### src/rtl/cache_lru_tracker.sv
// Tree pseudo-LRU replacement tracker for a set-associative cache.
// Ports:
//   clk, reset                      clock, async active-high reset
//   fill_en, fill_set               victim request for a set
//   fill_way, fill_way_oh           victim, valid the cycle after fill_en
//   access_en, access_set           lookup; an update may follow
//   update_en, update_way_oh        mark the hit way MRU
module cache_lru_tracker #(
    parameter int NUM_WAYS = 4,
    parameter int NUM_SETS = 64,
    localparam int SW = $clog2(NUM_SETS),
    localparam int LW = $clog2(NUM_WAYS),
    localparam int WW = (LW < 1) ? 1 : LW,
    localparam int NB = (NUM_WAYS > 1) ? NUM_WAYS - 1 : 1
) (
    input  logic                clk,
    input  logic                reset,
    input  logic                fill_en,
    input  logic [SW-1:0]       fill_set,
    output logic [WW-1:0]       fill_way,
    output logic [NUM_WAYS-1:0] fill_way_oh,
    input  logic                access_en,
    input  logic [SW-1:0]       access_set,
    input  logic                update_en,
    input  logic [NUM_WAYS-1:0] update_way_oh
);

    logic [NB-1:0] tree_q [NUM_SETS];
    logic [SW-1:0] rd_set_q;
    logic [NB-1:0] rd_bits_q;
    logic          fill_pend_q;
    logic          acc_pend_q;

    logic [WW-1:0] victim;
    logic          wr_en;
    logic [NB-1:0] wr_bits;
    logic          rd_en;
    logic [SW-1:0] rd_set;
    logic [NB-1:0] rd_bits;

    // Walk from the root; each bit picks the child (0 = left).
    function automatic logic [WW-1:0] tree_victim(
        input logic [NB-1:0] bits
    );
        int node;
        int b;
        node = 0;
        for (int l = 0; l < LW; l++) begin
            b = 0;
            for (int n = 0; n < NB; n++) begin
                if (n == node) b = int'(bits[n]);
            end
            node = 2 * node + 1 + b;
        end
        return WW'(node - (NUM_WAYS - 1));
    endfunction

    // Point every node on way w's path away from w.
    function automatic logic [NB-1:0] tree_mru(
        input logic [NB-1:0] bits,
        input logic [WW-1:0] w
    );
        logic [NB-1:0] res;
        int node;
        int dir;
        res  = bits;
        node = 0;
        for (int l = 0; l < LW; l++) begin
            dir = (int'(w) >> (LW - 1 - l)) & 1;
            for (int n = 0; n < NB; n++) begin
                if (n == node) res[n] = (dir == 0);
            end
            node = 2 * node + 1 + dir;
        end
        return res;
    endfunction

    function automatic logic [WW-1:0] oh_to_idx(
        input logic [NUM_WAYS-1:0] oh
    );
        logic [WW-1:0] idx;
        idx = '0;
        for (int i = 0; i < NUM_WAYS; i++) begin
            if (oh[i]) idx = idx | WW'(i);
        end
        return idx;
    endfunction

    function automatic logic [NUM_WAYS-1:0] idx_to_oh(
        input logic [WW-1:0] idx
    );
        return NUM_WAYS'(1) << idx;
    endfunction

    always_comb begin
        victim  = '0;
        wr_en   = 1'b0;
        wr_bits = rd_bits_q;
        rd_en   = fill_en | access_en;
        rd_set  = fill_en ? fill_set : access_set;
        if (NUM_WAYS > 1) begin
            victim = tree_victim(rd_bits_q);
            // The fill's own MRU update outranks any hit update.
            if (fill_pend_q) begin
                wr_en   = 1'b1;
                wr_bits = tree_mru(rd_bits_q, victim);
            end else if (acc_pend_q && update_en && |update_way_oh) begin
                wr_en   = 1'b1;
                wr_bits = tree_mru(rd_bits_q, oh_to_idx(update_way_oh));
            end
        end
        // Bypass so a same-set read sees the bits being written now.
        if (wr_en && rd_set == rd_set_q) begin
            rd_bits = wr_bits;
        end else begin
            rd_bits = tree_q[rd_set];
        end
    end

    assign fill_way    = victim;
    assign fill_way_oh = idx_to_oh(victim);

    always_ff @(posedge clk or posedge reset) begin
        if (reset) begin
            for (int s = 0; s < NUM_SETS; s++) begin
                tree_q[s] <= '0;
            end
            rd_set_q    <= '0;
            rd_bits_q   <= '0;
            fill_pend_q <= 1'b0;
            acc_pend_q  <= 1'b0;
        end else begin
            if (wr_en) tree_q[rd_set_q] <= wr_bits;
            fill_pend_q <= fill_en;
            acc_pend_q  <= access_en & ~fill_en;
            if (rd_en) begin
                rd_set_q  <= rd_set;
                rd_bits_q <= rd_bits;
            end
        end
    end

endmodule

### config.mk
export PLATFORM = sky130hd
export DESIGN_NAME = cache_lru_tracker
export DESIGN_NICKNAME = d
export VERILOG_FILES = /design/src/rtl/cache_lru_tracker.sv
export SDC_FILE = /design/constraint.sdc
export NUM_CORES = 1
export LEC_CHECK = 0
export BUFFER_PORTS_ARGS = -buffer_cell sky130_fd_sc_hd__buf_2
export CORE_MARGIN = 1
export CORE_UTILIZATION = 57
export CTS_BUF_LIST = sky130_fd_sc_hd__clkbuf_16
export CTS_CLUSTER_DIAMETER = 120
export DETAILED_ROUTE_END_ITERATION = 6
export HOLD_SLACK_MARGIN = 0.15
export PLACE_DENSITY = 0.81
export SYNTH_ARGS = -nofsm -noshare
export SYNTH_HDL_FRONTEND = slang
export SYNTH_SLANG_ARGS = --single-unit
### constraint.sdc
create_clock -name clk -period 11.22 [get_ports clk]
set_clock_uncertainty 0.15 [all_clocks]
set_input_delay 2.244 -clock clk [delete_from_list [all_inputs] [get_ports clk]]
set_output_delay 2.244 -clock clk [all_outputs]
set_load 0.01 [all_outputs]
==> Flow_metrics.wiki, run 1 <==
{| class="wikitable"
! Metric !! Value
|-
| Worst-Skew Late Latency || 510 ps
|-
| Average detailed-routed wire length per instance || 22.3 um
|-
| Element type at the critical path end || register
|-
| Count of H-tree levels built during CTS || 1
|-
| Count of buffers inserted at the top-level ports || 26
|-
| Fin worst setup slack || 6030 ps
|-
| Final Hold Vio Count || 0
|-
| Post CTS Setup Buffer Count || 0
|-
| Overall via count from detail_route || 6876
|-
| TritonRoute pass-1 iters || 5
|-
| Sequential cell area fraction in the yosys report || 51.2%
|-
| Num ports || 27
|-
| Hold wc startpoint || tree_q[169]
|-
| Starting density of the core || 59.0%
|-
| Slowest cell on crit path || sky130_fd_sc_hd__mux2i_4
|-
| Fin. max-slew vios || 0
|-
| Pin count of the biggest net entering global routing || 135
|-
| Kind of launch point of the worst setup path || primary input
|-
| Worst path max stage delay || 920 ps
|-
| Die boundary height || 134 um
|-
| Worst-margin pin slew || 1120 ps
|-
| Drt via density || 6.43
|-
| Post-layout net count || 856
|-
| CTS max path bufs || 3
|-
| Post-Layout Cell Count || 1069
|-
| Share of the clock period used by the worst path after layout || 46.2%
|-
| CTS tree || built
|-
| EDFF count, synth || 0
|-
| Final weighted congestion in routability-driven placement || 0.847
|-
| Count of routing violations after the opening detailed-route iteration || 744
|-
| Mean post-synth cell area || 12.0 um2
|-
| Synthesized flop and latch total || 203
|-
| Synthesis Warnings || 0
|-
| Critical path type || primary input to register
|-
| Overall global routing resource usage || 27.6%
|-
| Top cell family by delay on the critical path || multiplexers
|-
| R2R cell count || 5
|-
| Final critical-path required period || 5190 ps
|-
| Worst-path fanout max || 40
|-
| Setup repair after global routing missed its margin || false
|-
| Count of filler cells inserted in the layout || 1214
|-
| CTS root buffer || sky130_fd_sc_hd__clkbuf_16
|-
| Number of sinks handled by clock tree synthesis || 203
|-
| Hold Path Cell Cnt || 2
|-
| Syn_nets || 850
|-
| Pre-CTS WS || 5490 ps
|-
| Setup slack of the most critical reg-to-reg path || 8320 ps
|-
| Total wirelength of the detailed-routed design || 23800 um
|-
| Cell with the most instances after synthesis || sky130_fd_sc_hd__dfrtp_1
|-
| End point of the most critical hold path || tree_q[169]
|-
| Congestion Overflow GR || 0
|-
| Number of hold buffers added after cts || 0
|-
| Type of the tightest min-delay check || register to register
|-
| WP buf/inv || 2
|-
| Layout area overhead || 9.95%
|-
| Cell taking the most area after synthesis || sky130_fd_sc_hd__dfrtp_1
|-
| Primary FF master, synth || sky130_fd_sc_hd__dfrtp_1
|-
| Cells after synthesis || 829
|-
| FF-to-FF Start || fill_pend_q
|-
| First-pass GRT wire length || 38000 um
|-
| Horizontal die dimension || 134 um
|-
| Die ar. || 18000 um2
|-
| Area of the mapped netlist || 9930 um2
|-
| Layout cells sized above 1 || 29.6%
|-
| Clock slew at reported path FFs || 60 ps
|-
| Commonest cells post-synth || 203 x sky130_fd_sc_hd__dfrtp_1, 130 x sky130_fd_sc_hd__mux2_2, 116 x sky130_fd_sc_hd__nand2_1
|-
| Run status || complete, no violations
|-
| Final count of negative-setup-slack endpoints || 0
|-
| Achievable clock frequency || 0.193 GHz
|-
| Area fraction of the dominant cell type after synthesis || 51.2%
|-
| Number of antenna violations at the first check in global routing || 0
|-
| Async set-or-reset flop fraction in the synthesized netlist || 100%
|-
| Diodes inserted || 0
|-
| Number of global-route vias before repair || 6804
|-
| Half-perimeter wire length of the detailed placement result || 14400 um
|-
| Cts bufs inserted || 22
|-
| Core box area || 16800 um2
|-
| Residual DRC || 0
|-
| Number of placed cells counting well taps || 1031
|-
| Maximum ir drop on the vdd rail || 0.000205 V
|-
| Post-cts repair resize count || 0
|-
| Worst flop-to-flop path endpoint || tree_q[62]
|-
| Max-capacitance violation count || 0
|-
| Sum of negative setup slack || 0 ps
|-
| Largest cells by area after synthesis || sky130_fd_sc_hd__dfrtp_1 51%, sky130_fd_sc_hd__mux2_2 15%, sky130_fd_sc_hd__mux4_2 6.8%, sky130_fd_sc_hd__nand2_1 4.4%, sky130_fd_sc_hd__mux2i_1 3.4%
|-
| Cells along the critical path || buf_2 -> mux2i_4 -> buf_4 -> mux4_2 -> nand3_1 -> nand4_1 -> a31oi_1 -> o211ai_2
|-
| Req. time, crit path || 11450 ps
|-
| Slew Limit Headroom || 25.1%
|-
| Count of standard-cell rows || 47
|-
| Antenna Nets Post-Route || 0
|-
| Power per cell area || 213 nW/um2
|-
| Count of cell types in the netlist || 57
|-
| Arrival time worst endpoint || 5410 ps
|-
| Leakage power || 4.91 nW
|}
## sequential cells by signal, summed over array words and instances, names as in the netlist
name	cells
tree_q	192
rd_set_q	6
rd_bits_q	3
acc_pend_q	1
fill_pend_q	1
## worst register-to-register path, cell delays in order (launching register included)
cell and delay [ps]:
sky130_fd_sc_hd__dfrtp_1 700, sky130_fd_sc_hd__a31oi_4 90, sky130_fd_sc_hd__nand2b_2 260, sky130_fd_sc_hd__nor3b_2 900
sky130_fd_sc_hd__nand2_1 320, sky130_fd_sc_hd__mux2_2 370
## stage by stage
| step | total power, mW | util [%] | area [um2] | hold WS, ps |
|---|---|---|---|---|
| after CTS | 2.33 | 64.9 | 10900 | 326 |
| after detailed placement | 1.58 | 60.5 | 10200 | 313 |
| after global placement | 1.54 | 60.5 | 10200 | 304 |
| after floorplan | 1.42 | - | 9930 | 292 |
| after global routing | 2.43 | 64.9 | 10900 | 342 |
| final | 2.33 | 64.9 | 10900 | 325 |
## worst max path at each step
stage	from	slack (ps)	cells after the start	to
6_report	fill_en	6030	8	rd_bits_q[1]
5_1_grt	fill_en	5740	9	rd_bits_q[0]
4_1_cts	fill_en	6020	8	rd_bits_q[2]
3_5_place_dp	fill_en	5490	8	rd_bits_q[1]
3_3_place_gp	fill_en	5560	8	rd_bits_q[0]
2_1_floorplan	reset	3290	1	acc_pend_q
## cell usage in the layout, fill, tap and decap left out, types with 2 or more instances in the layout
master	count
sky130_fd_sc_hd__mux2_1	2
sky130_fd_sc_hd__o211ai_1	5
sky130_fd_sc_hd__mux2i_4	4
sky130_fd_sc_hd__o21ai_0	68
sky130_fd_sc_hd__nand3_1	12
sky130_fd_sc_hd__buf_2	26
sky130_fd_sc_hd__and3_1	3
sky130_fd_sc_hd__buf_4	9
sky130_fd_sc_hd__mux4_2	30
sky130_fd_sc_hd__xor2_1	4
sky130_fd_sc_hd__nor3_1	2
sky130_fd_sc_hd__a22oi_1	6
sky130_fd_sc_hd__nand2_1	116
sky130_fd_sc_hd__a21oi_1	11
sky130_fd_sc_hd__nor2b_1	13
sky130_fd_sc_hd__mux2_2	130
sky130_fd_sc_hd__clkinv_2	3
sky130_fd_sc_hd__xnor2_1	3
sky130_fd_sc_hd__dfrtp_1	203
sky130_fd_sc_hd__or3b_2	2
sky130_fd_sc_hd__or2_2	2
sky130_fd_sc_hd__nor2_1	52
sky130_fd_sc_hd__clkinv_1	4
sky130_fd_sc_hd__nand3b_1	2
sky130_fd_sc_hd__nor3b_1	3
sky130_fd_sc_hd__clkbuf_16	23
sky130_fd_sc_hd__a31oi_1	4
sky130_fd_sc_hd__and2_1	5
sky130_fd_sc_hd__and3b_1	2
sky130_fd_sc_hd__nand4_1	8
sky130_fd_sc_hd__a211o_1	6
sky130_fd_sc_hd__inv_1	4
sky130_fd_sc_hd__nor3b_2	2
sky130_fd_sc_hd__o2111ai_1	3
sky130_fd_sc_hd__bufinv_16	4
sky130_fd_sc_hd__a211oi_1	13
sky130_fd_sc_hd__nand3b_2	2
sky130_fd_sc_hd__mux2i_1	34
sky130_fd_sc_hd__a221oi_1	3
## per-layer routing
layer  global-route usage [%]  wire (um)  vias up
met1                     39.3       9970     3468
li1                         -          -     2999
met5                        0          0        -
met4                     10.8        816        0
met3                     5.06       2120       69
met2                     42.4      10900      340
## kinds of logic (layout without fill, tap and decap cells)
| kind of cell | Yosys count | in the layout | synth area share (%) |
|---|---|---|---|
| AOI/OAI and AO/OA | 128 | 128 | 7.98 |
| and+or+nand+nor | 235 | 235 | 11.1 |
| DFF | 203 | 203 | 51.2 |
| xor gates and xnor gates | 7 | 7 | 0.617 |
| muxes | 201 | 201 | 26.2 |
| buffers and inverters | 55 | 75 | 2.99 |
## final cells by class
class	instances	area (um2)	area share, %
repair buffers	35	198	1.81
well taps	220	275	2.52
clock buffers	23	576	5.27
inverters	2	15.0	0.138
clock inverters	15	170	1.56
flip-flops and latches	203	5080	46.5
multi-input cells	571	4610	42.2
## where the power goes
group | total [mW] | switching (mW) | internal (mW)
clock network | 0.751 | 0.290 | 0.461
logic | 0.508 | 0.257 | 0.251
registers | 1.07 | 0.130 | 0.939
No activity file was read; power rests on OpenSTA's default activity.
==> run 2, diff against run 1 <==
clock period = 4.8 ns   (was 11.22 ns; I/O delays follow)
==> run 2 against run 1 <==
  * Clock-buffer cell count did not move
  * First-iteration DRC count fell by 22%
  * Global-route usage rose by 1.2 points
  * Non-clock buffer count rose by 8
  * Via count rose by 0.35%
  * Register-to-register slack got worse by 6400 ps
  * Wire length rose by 3.2%
  * Total power rose by 130%
==> Flow_metrics.wiki, run 2 (synthesis gave the netlist of run 1 again) <==
{| class="wikitable"
! Metric !! Value
|-
| Post CTS Setup Buffer Count || 0 (unchanged)
|-
| Share of the core filled with cells in the final layout || 65.1% (was 64.9%)
|-
| Antenna Nets Post-Route || 0 (unchanged)
|-
| Worst hold slack after final layout || 327 ps (was 325 ps)
|-
| Count of buffers inserted at the top-level ports || 26 (unchanged)
|-
| Placed inst area || 10200 um2 (about the same)
|-
| Number of global-route vias before repair || 7251 (was 6804)
|-
| Leading cell types in the layout, fill and taps excluded || 203 x sky130_fd_sc_hd__dfrtp_1, 130 x sky130_fd_sc_hd__mux2_2, 116 x sky130_fd_sc_hd__nand2_1 (unchanged)
|-
| Req. time, crit path || 5030 ps (was 11450 ps)
|-
| Starting density of the core || 59.0% (unchanged)
|-
| Overall via count from detail_route || 6900 (was 6876)
|-
| Leakage power || 4.91 nW (about the same)
|-
| Count of routing violations after the opening detailed-route iteration || 582 (was 744)
|-
| Worst path max stage delay || 630 ps (was 920 ps)
|-
| Final critical-path required period || 3320 ps
|-
| Arrival time worst endpoint || 3550 ps (was 5410 ps)
|-
| Total wirelength of the detailed-routed design || 24600 um (was 23800 um)
|-
| Post-layout net count || 864 (was 856)
|-
| Critical path type || primary input to register (unchanged)
|-
| Kind of launch point of the worst setup path || primary input (unchanged)
|-
| Overall global routing resource usage || 28.8% (was 27.6%)
|-
| Flip-flop count of the largest register after layout || 192 (unchanged)
|-
| Post-cts repair resize count || 0 (unchanged)
|-
| Final non-filler cell area || 10900 um2 (about the same)
|-
| Setup repair after global routing missed its margin || false (unchanged)
|-
| Switch Pwr || 1.61 mW (was 677 uW)
|-
| Residual DRC || 0 (unchanged)
|-
| Layout area overhead || 10.2% (was 9.95%)
|-
| Worst-margin pin slew || 1130 ps (was 1120 ps)
|-
| Share of the clock period used by the worst path after layout || 69.3%
|-
| Number of hold buffers added after cts || 0 (unchanged)
|-
| First-pass GRT wire length || 39600 um (was 38000 um)
|-
| Count of standard-cell rows || 47 (unchanged)
|-
| CTS max path bufs || 3 (unchanged)
|-
| Top cell family by delay on the critical path || multiplexers (unchanged)
|-
| Fin worst setup slack || 1480 ps (was 6030 ps)
|-
| CTS tree || built (unchanged)
|-
| Overall power consumption || 5.37 mW (was 2.33 mW)
|-
| Registers with the most flip-flops || tree_q: 192 flops, rd_set_q: 6 flops, rd_bits_q: 3 flops (unchanged)
|-
| Type of the tightest min-delay check || register to register (unchanged)
|-
| Drt via density || 6.41 (was 6.43)
|-
| Final Hold Vio Count || 0 (unchanged)
|-
| Number of sinks handled by clock tree synthesis || 203 (unchanged)
|-
| Cts bufs inserted || 22 (unchanged)
|-
| Number of placed cells counting well taps || 1039 (was 1031)
|-
| Worst-path fanout max || 26 (was 40)
|-
| Half-perimeter wire length of the detailed placement result || 15700 um (was 14400 um)
|-
| Diodes inserted || 0 (unchanged)
|-
| Pin count of the biggest net entering global routing || 110 (was 135)
|-
| Die ar. || 18000 um2 (unchanged)
|-
| Die boundary height || 134 um (unchanged)
|-
| Switching fraction of total power || 29.9% (was 29.1%)
|-
| Count of H-tree levels built during CTS || 1 (unchanged)
|-
| Most common cell after layout, fill and taps aside || sky130_fd_sc_hd__dfrtp_1 (unchanged)
|-
| Number of antenna violations at the first check in global routing || 0 (unchanged)
|-
| Cell-internal power || 3.76 mW (was 1.65 mW)
|-
| Achievable clock frequency || 0.301 GHz
|-
| Final weighted congestion in routability-driven placement || 0.848 (was 0.847)
|-
| Horizontal die dimension || 134 um (unchanged)
|-
| Core box area || 16800 um2 (unchanged)
|-
| Layout cells sized above 1 || 30.2% (was 29.6%)
|-
| WP buf/inv || 2 (unchanged)
|-
| Average detailed-routed wire length per instance || 22.8 um (was 22.3 um)
|-
| Final count of negative-setup-slack endpoints || 0 (unchanged)
|-
| Num ports || 27 (unchanged)
|-
| Run status || complete, no violations (unchanged)
|-
| Sum of negative setup slack || 0 ps (unchanged)
|-
| Max-capacitance violation count || 0 (unchanged)
|-
| Congestion Overflow GR || 0 (unchanged)
|-
| Element type at the critical path end || register (unchanged)
|-
| Pre-CTS WS || 956 ps (was 5490 ps)
|-
| Fin. max-slew vios || 0 (unchanged)
|-
| Clock slew at reported path FFs || 60 ps (about the same)
|-
| Worst-Skew Late Latency || 500 ps (was 510 ps)
|-
| Maximum ir drop on the vdd rail || 0.000337 V (was 0.000205 V)
|-
| Proportion of power drawn by combinational gates || 22.4% (was 21.8%)
|-
| Cells along the critical path || buf_2 -> mux2i_4 -> buf_4 -> mux4_2 -> mux2i_1 -> a22oi_1 -> nand3_1 -> o211ai_1 (was buf_2 -> mux2i_4 -> buf_4 -> mux4_2 -> nand3_1 -> nand4_1 -> a31oi_1 -> o211ai_2)
|-
| Slew Limit Headroom || 24.6% (was 25.1%)
|-
| Share of power burned in the clock network || 30.7% (was 32.3%)
|-
| Slowest cell on crit path || sky130_fd_sc_hd__mux2i_4 (unchanged)
|-
| TritonRoute pass-1 iters || 5 (unchanged)
|-
| Power per cell area || 490 nW/um2 (was 213 nW/um2)
|-
| Most flop-heavy register || tree_q (unchanged)
|-
| Post-Layout Cell Count || 1077 (was 1069)
|-
| Flop pwr share || 46.9% (was 45.9%)
|-
| CTS root buffer || sky130_fd_sc_hd__clkbuf_16 (unchanged)
|}
[run 2: worst paths after layout]
path,endpoint,slack (ps),from,depth (start not counted)
setup / recovery,rd_bits_q[0],1480,fill_en,8
hold / removal,tree_q[19],330,tree_q[19],2
setup reg to reg,tree_q[2],1900,fill_pend_q,5
hold reg to reg,tree_q[19],330,tree_q[19],2
max in group asynchronous,tree_q[47],3080,reset,3
min in group asynchronous,tree_q[103],420,reset,2
[run 2: cell type report]
class	instances	area (um2)
fill	1237	5880
sequential	203	5080
multi-input combinational	571	4610
clock buffer	23	576
tap	220	275
timing repair buffer	43	270
clock inverter	15	124
inverter	2	11.3
[run 2: layer usage]
layer  GRT usage, %  up-vias  share of wire [%]
met2           45.6      328                 47
met1           39.4     3486                 41
met5              0        -                  0
met3           4.46       73                7.9
met4           13.1        0                4.0
li1               -     3013                  -
[run 2: power by group through the flow]
stage	registers, mW	clock network, mW	logic, mW
2_1_floorplan	2.38	0	0.933
3_3_place_gp	2.51	0	1.13
3_5_place_dp	2.52	0	1.18
4_1_cts	2.50	1.66	1.20
5_1_grt	2.56	1.73	1.31
6_report	2.51	1.65	1.20
[run 2: worst register-to-register path, cell delays in order (launching register included)]
cell and delay (ps):
sky130_fd_sc_hd__dfrtp_1 680, sky130_fd_sc_hd__a31oi_4 100, sky130_fd_sc_hd__nand2b_2 260, sky130_fd_sc_hd__nor2_1 880, sky130_fd_sc_hd__nand2_1 350, sky130_fd_sc_hd__mux2_2 370
==> run 3, diff against run 2 <==
CORE_UTILIZATION = 56   (was 57)
PLACE_DENSITY = 0.83   (was 0.81)
clock period = 2.88 ns   (was 4.8 ns; I/O delays follow)
==> run 3 against run 2 <==
  * Worst hold slack got worse by 130 ps
  * Sequential share of layout area is 1.9 points lower
  * Critical endpoint is now tree_q[26]
  * Design area rose by 4.4%
  * Clock-buffer cell count did not move
  * Largest cell class unchanged
  * Register-to-register slack got worse by 1700 ps
  * Final cell count rose by 4.9%
==> Flow_metrics.wiki, run 3 (synthesis gave the netlist of run 1 again) <==
{| class="wikitable"
! Metric !! Value
|-
| Final non-filler cell area || 11400 um2 (was 10900 um2)
|-
| Arrival time worst endpoint || 2870 ps (was 3550 ps)
|-
| Average detailed-routed wire length per instance || 22.4 um (was 22.8 um)
|-
| Worst hold slack after final layout || 193 ps (was 327 ps)
|-
| Kind of launch point of the worst setup path || register (was primary input)
|-
| Final Hold Vio Count || 0 (unchanged)
|-
| Number of global-route vias before repair || 7199 (was 7251)
|-
| Leakage power || 5.19 nW (was 4.91 nW)
|-
| Final count of negative-setup-slack endpoints || 0 (unchanged)
|-
| Fin worst setup slack || 249 ps (was 1480 ps)
|-
| Post-cts repair resize count || 0 (unchanged)
|-
| Critical path type || register to register (was primary input to register)
|-
| Overall via count from detail_route || 7115 (was 6900)
|-
| Run status || complete, no violations (unchanged)
|-
| Setup slack of the most critical reg-to-reg path || 250 ps (was 1900 ps)
|-
| Count of routing violations after the opening detailed-route iteration || 794 (was 582)
|-
| Die ar. || 18300 um2 (was 18000 um2)
|-
| Sum of negative setup slack || 0 ps (unchanged)
|-
| Met3 global-route usage || 5.76% (was 4.46%)
|-
| Post-layout net count || 910 (was 864)
|-
| Most Used Layer, Global Route || met2 (unchanged)
|-
| Count of standard-cell rows || 48 (was 47)
|-
| Starting density of the core || 57.4% (was 59.0%)
|-
| Met1 GRT Util || 39.6% (was 39.4%)
|-
| Element type at the critical path end || register (unchanged)
|-
| Power per cell area || 793 nW/um2 (was 490 nW/um2)
|-
| Flop pwr share || 46.5% (was 46.9%)
|-
| Worst-Skew Late Latency || 510 ps (was 500 ps)
|-
| Count of H-tree levels built during CTS || 1 (unchanged)
|-
| Flip-flop count of the largest register after layout || 192 (unchanged)
|-
| CTS max path bufs || 3 (unchanged)
|-
| Worst-margin pin slew || 1220 ps (was 1130 ps)
|-
| First-pass GRT wire length || 40400 um (was 39600 um)
|-
| Layout area overhead || 15.0% (was 10.2%)
|-
| Drt via density || 6.30 (was 6.41)
|-
| Switching fraction of total power || 29.9% (about the same)
|-
| Number of hold buffers added after cts || 1 (was 0)
|-
| Number of sinks handled by clock tree synthesis || 203 (unchanged)
|-
| Share of power burned in the clock network || 30.2% (was 30.7%)
|-
| Post-Layout Cell Count || 1130 (was 1077)
|-
| Residual DRC || 0 (unchanged)
|-
| Overall global routing resource usage || 29.0% (was 28.8%)
|-
| GR Util met2 || 45.8% (was 45.6%)
|-
| Share of the clock period used by the worst path after layout || 91.4%
|-
| Number of antenna violations at the first check in global routing || 1 (was 0)
|-
| Horizontal die dimension || 135 um (was 134 um)
|-
| Half-perimeter wire length of the detailed placement result || 16500 um (was 15700 um)
|-
| Max-capacitance violation count || 0 (unchanged)
|-
| Overall power consumption || 9.05 mW (was 5.37 mW)
|-
| Final weighted congestion in routability-driven placement || 0.884 (was 0.848)
|-
| Fin. max-slew vios || 0 (unchanged)
|-
| Antenna Nets Post-Route || 0 (unchanged)
|-
| Proportion of power drawn by combinational gates || 23.3% (was 22.4%)
|-
| Setup repair after global routing missed its margin || false (unchanged)
|-
| Achievable clock frequency || 0.380 GHz
|-
| Layout cells sized above 1 || 33.2% (was 30.2%)
|-
| Share of the core filled with cells in the final layout || 66.0% (was 65.1%)
|-
| Total wirelength of the detailed-routed design || 25300 um (was 24600 um)
|-
| Die boundary height || 135 um (was 134 um)
|-
| Pin count of the biggest net entering global routing || 103 (was 110)
|-
| Most common cell after layout, fill and taps aside || sky130_fd_sc_hd__dfrtp_1 (unchanged)
|-
| CTS tree || built (unchanged)
|-
| Leading cell types in the layout, fill and taps excluded || 203 x sky130_fd_sc_hd__dfrtp_1, 130 x sky130_fd_sc_hd__mux2_2, 116 x sky130_fd_sc_hd__nand2_1 (unchanged)
|-
| Registers with the most flip-flops || tree_q: 192 flops, rd_set_q: 6 flops, rd_bits_q: 3 flops (unchanged)
|-
| Cell-internal power || 6.35 mW (was 3.76 mW)
|-
| Worst-path fanout max || 8 (was 26)
|-
| Most flop-heavy register || tree_q (unchanged)
|-
| Congestion Overflow GR || 0 (unchanged)
|-
| Cts bufs inserted || 22 (unchanged)
|-
| Post CTS Setup Buffer Count || 0 (unchanged)
|-
| Clock slew at reported path FFs || 60 ps (about the same)
|-
| CTS root buffer || sky130_fd_sc_hd__clkbuf_16 (unchanged)
|-
| Core box area || 17300 um2 (was 16800 um2)
|-
| Placed inst area || 10700 um2 (was 10200 um2)
|-
| Pre-CTS WS || -2.93 ps (was 956 ps)
|-
| Req. time, crit path || 3120 ps (was 5030 ps)
|-
| Maximum ir drop on the vdd rail || 0.000599 V (was 0.000337 V)
|-
| TritonRoute pass-1 iters || 5 (unchanged)
|-
| Number of placed cells counting well taps || 1089 (was 1039)
|-
| Switch Pwr || 2.71 mW (was 1.61 mW)
|-
| Count of buffers inserted at the top-level ports || 26 (unchanged)
|-
| Final critical-path required period || 2630 ps
|-
| Num ports || 27 (unchanged)
|-
| Type of the tightest min-delay check || primary input to register (was register to register)
|-
| Slew Limit Headroom || 18.7% (was 24.6%)
|}
-- run 3: worst paths after layout --
path,startpoint,endpoint,cells past startpoint
max,acc_pend_q,tree_q[26],5
min,fill_set[4],rd_set_q[4],3
max reg2reg,acc_pend_q,tree_q[26],5
min reg2reg,tree_q[157],tree_q[157],2
max in group asynchronous,reset,tree_q[27],4
min in group asynchronous,reset,tree_q[162],3
-- run 3: critical path, stage by stage, from the launching register on --
cell and delay (ps):
sky130_fd_sc_hd__dfrtp_1 400, sky130_fd_sc_hd__a31oi_4 110, sky130_fd_sc_hd__nand2b_2 240, sky130_fd_sc_hd__nor2_1 880, sky130_fd_sc_hd__nand2_1 350, sky130_fd_sc_hd__mux2_2 370
-- run 3: final cells by class --
class	count	area [um2]
diodes	1	2.50
clock buffers	23	576
repair buffers	89	743
inverters	2	11.3
fillers	1216	5880
well taps	225	282
multi-input cells	571	4610
clock inverters	16	119
flip-flops and latches	203	5080
-- run 3: routing by layer --
metal	vias up	part of all wire [%]
li1	3114	-
met1	3609	41
met2	324	47
met3	68	8.3
met4	0	3.7
met5	-	0
-- run 3: power by group through the flow --
stage	clock network [mW]	registers, mW	logic (mW)
3_3_place_gp	0	4.16	2.00
4_1_cts	2.76	4.18	2.11
6_report	2.74	4.21	2.11
2_1_floorplan	0	3.97	1.55
3_5_place_dp	0	4.21	2.09
5_1_grt	2.88	4.28	2.29
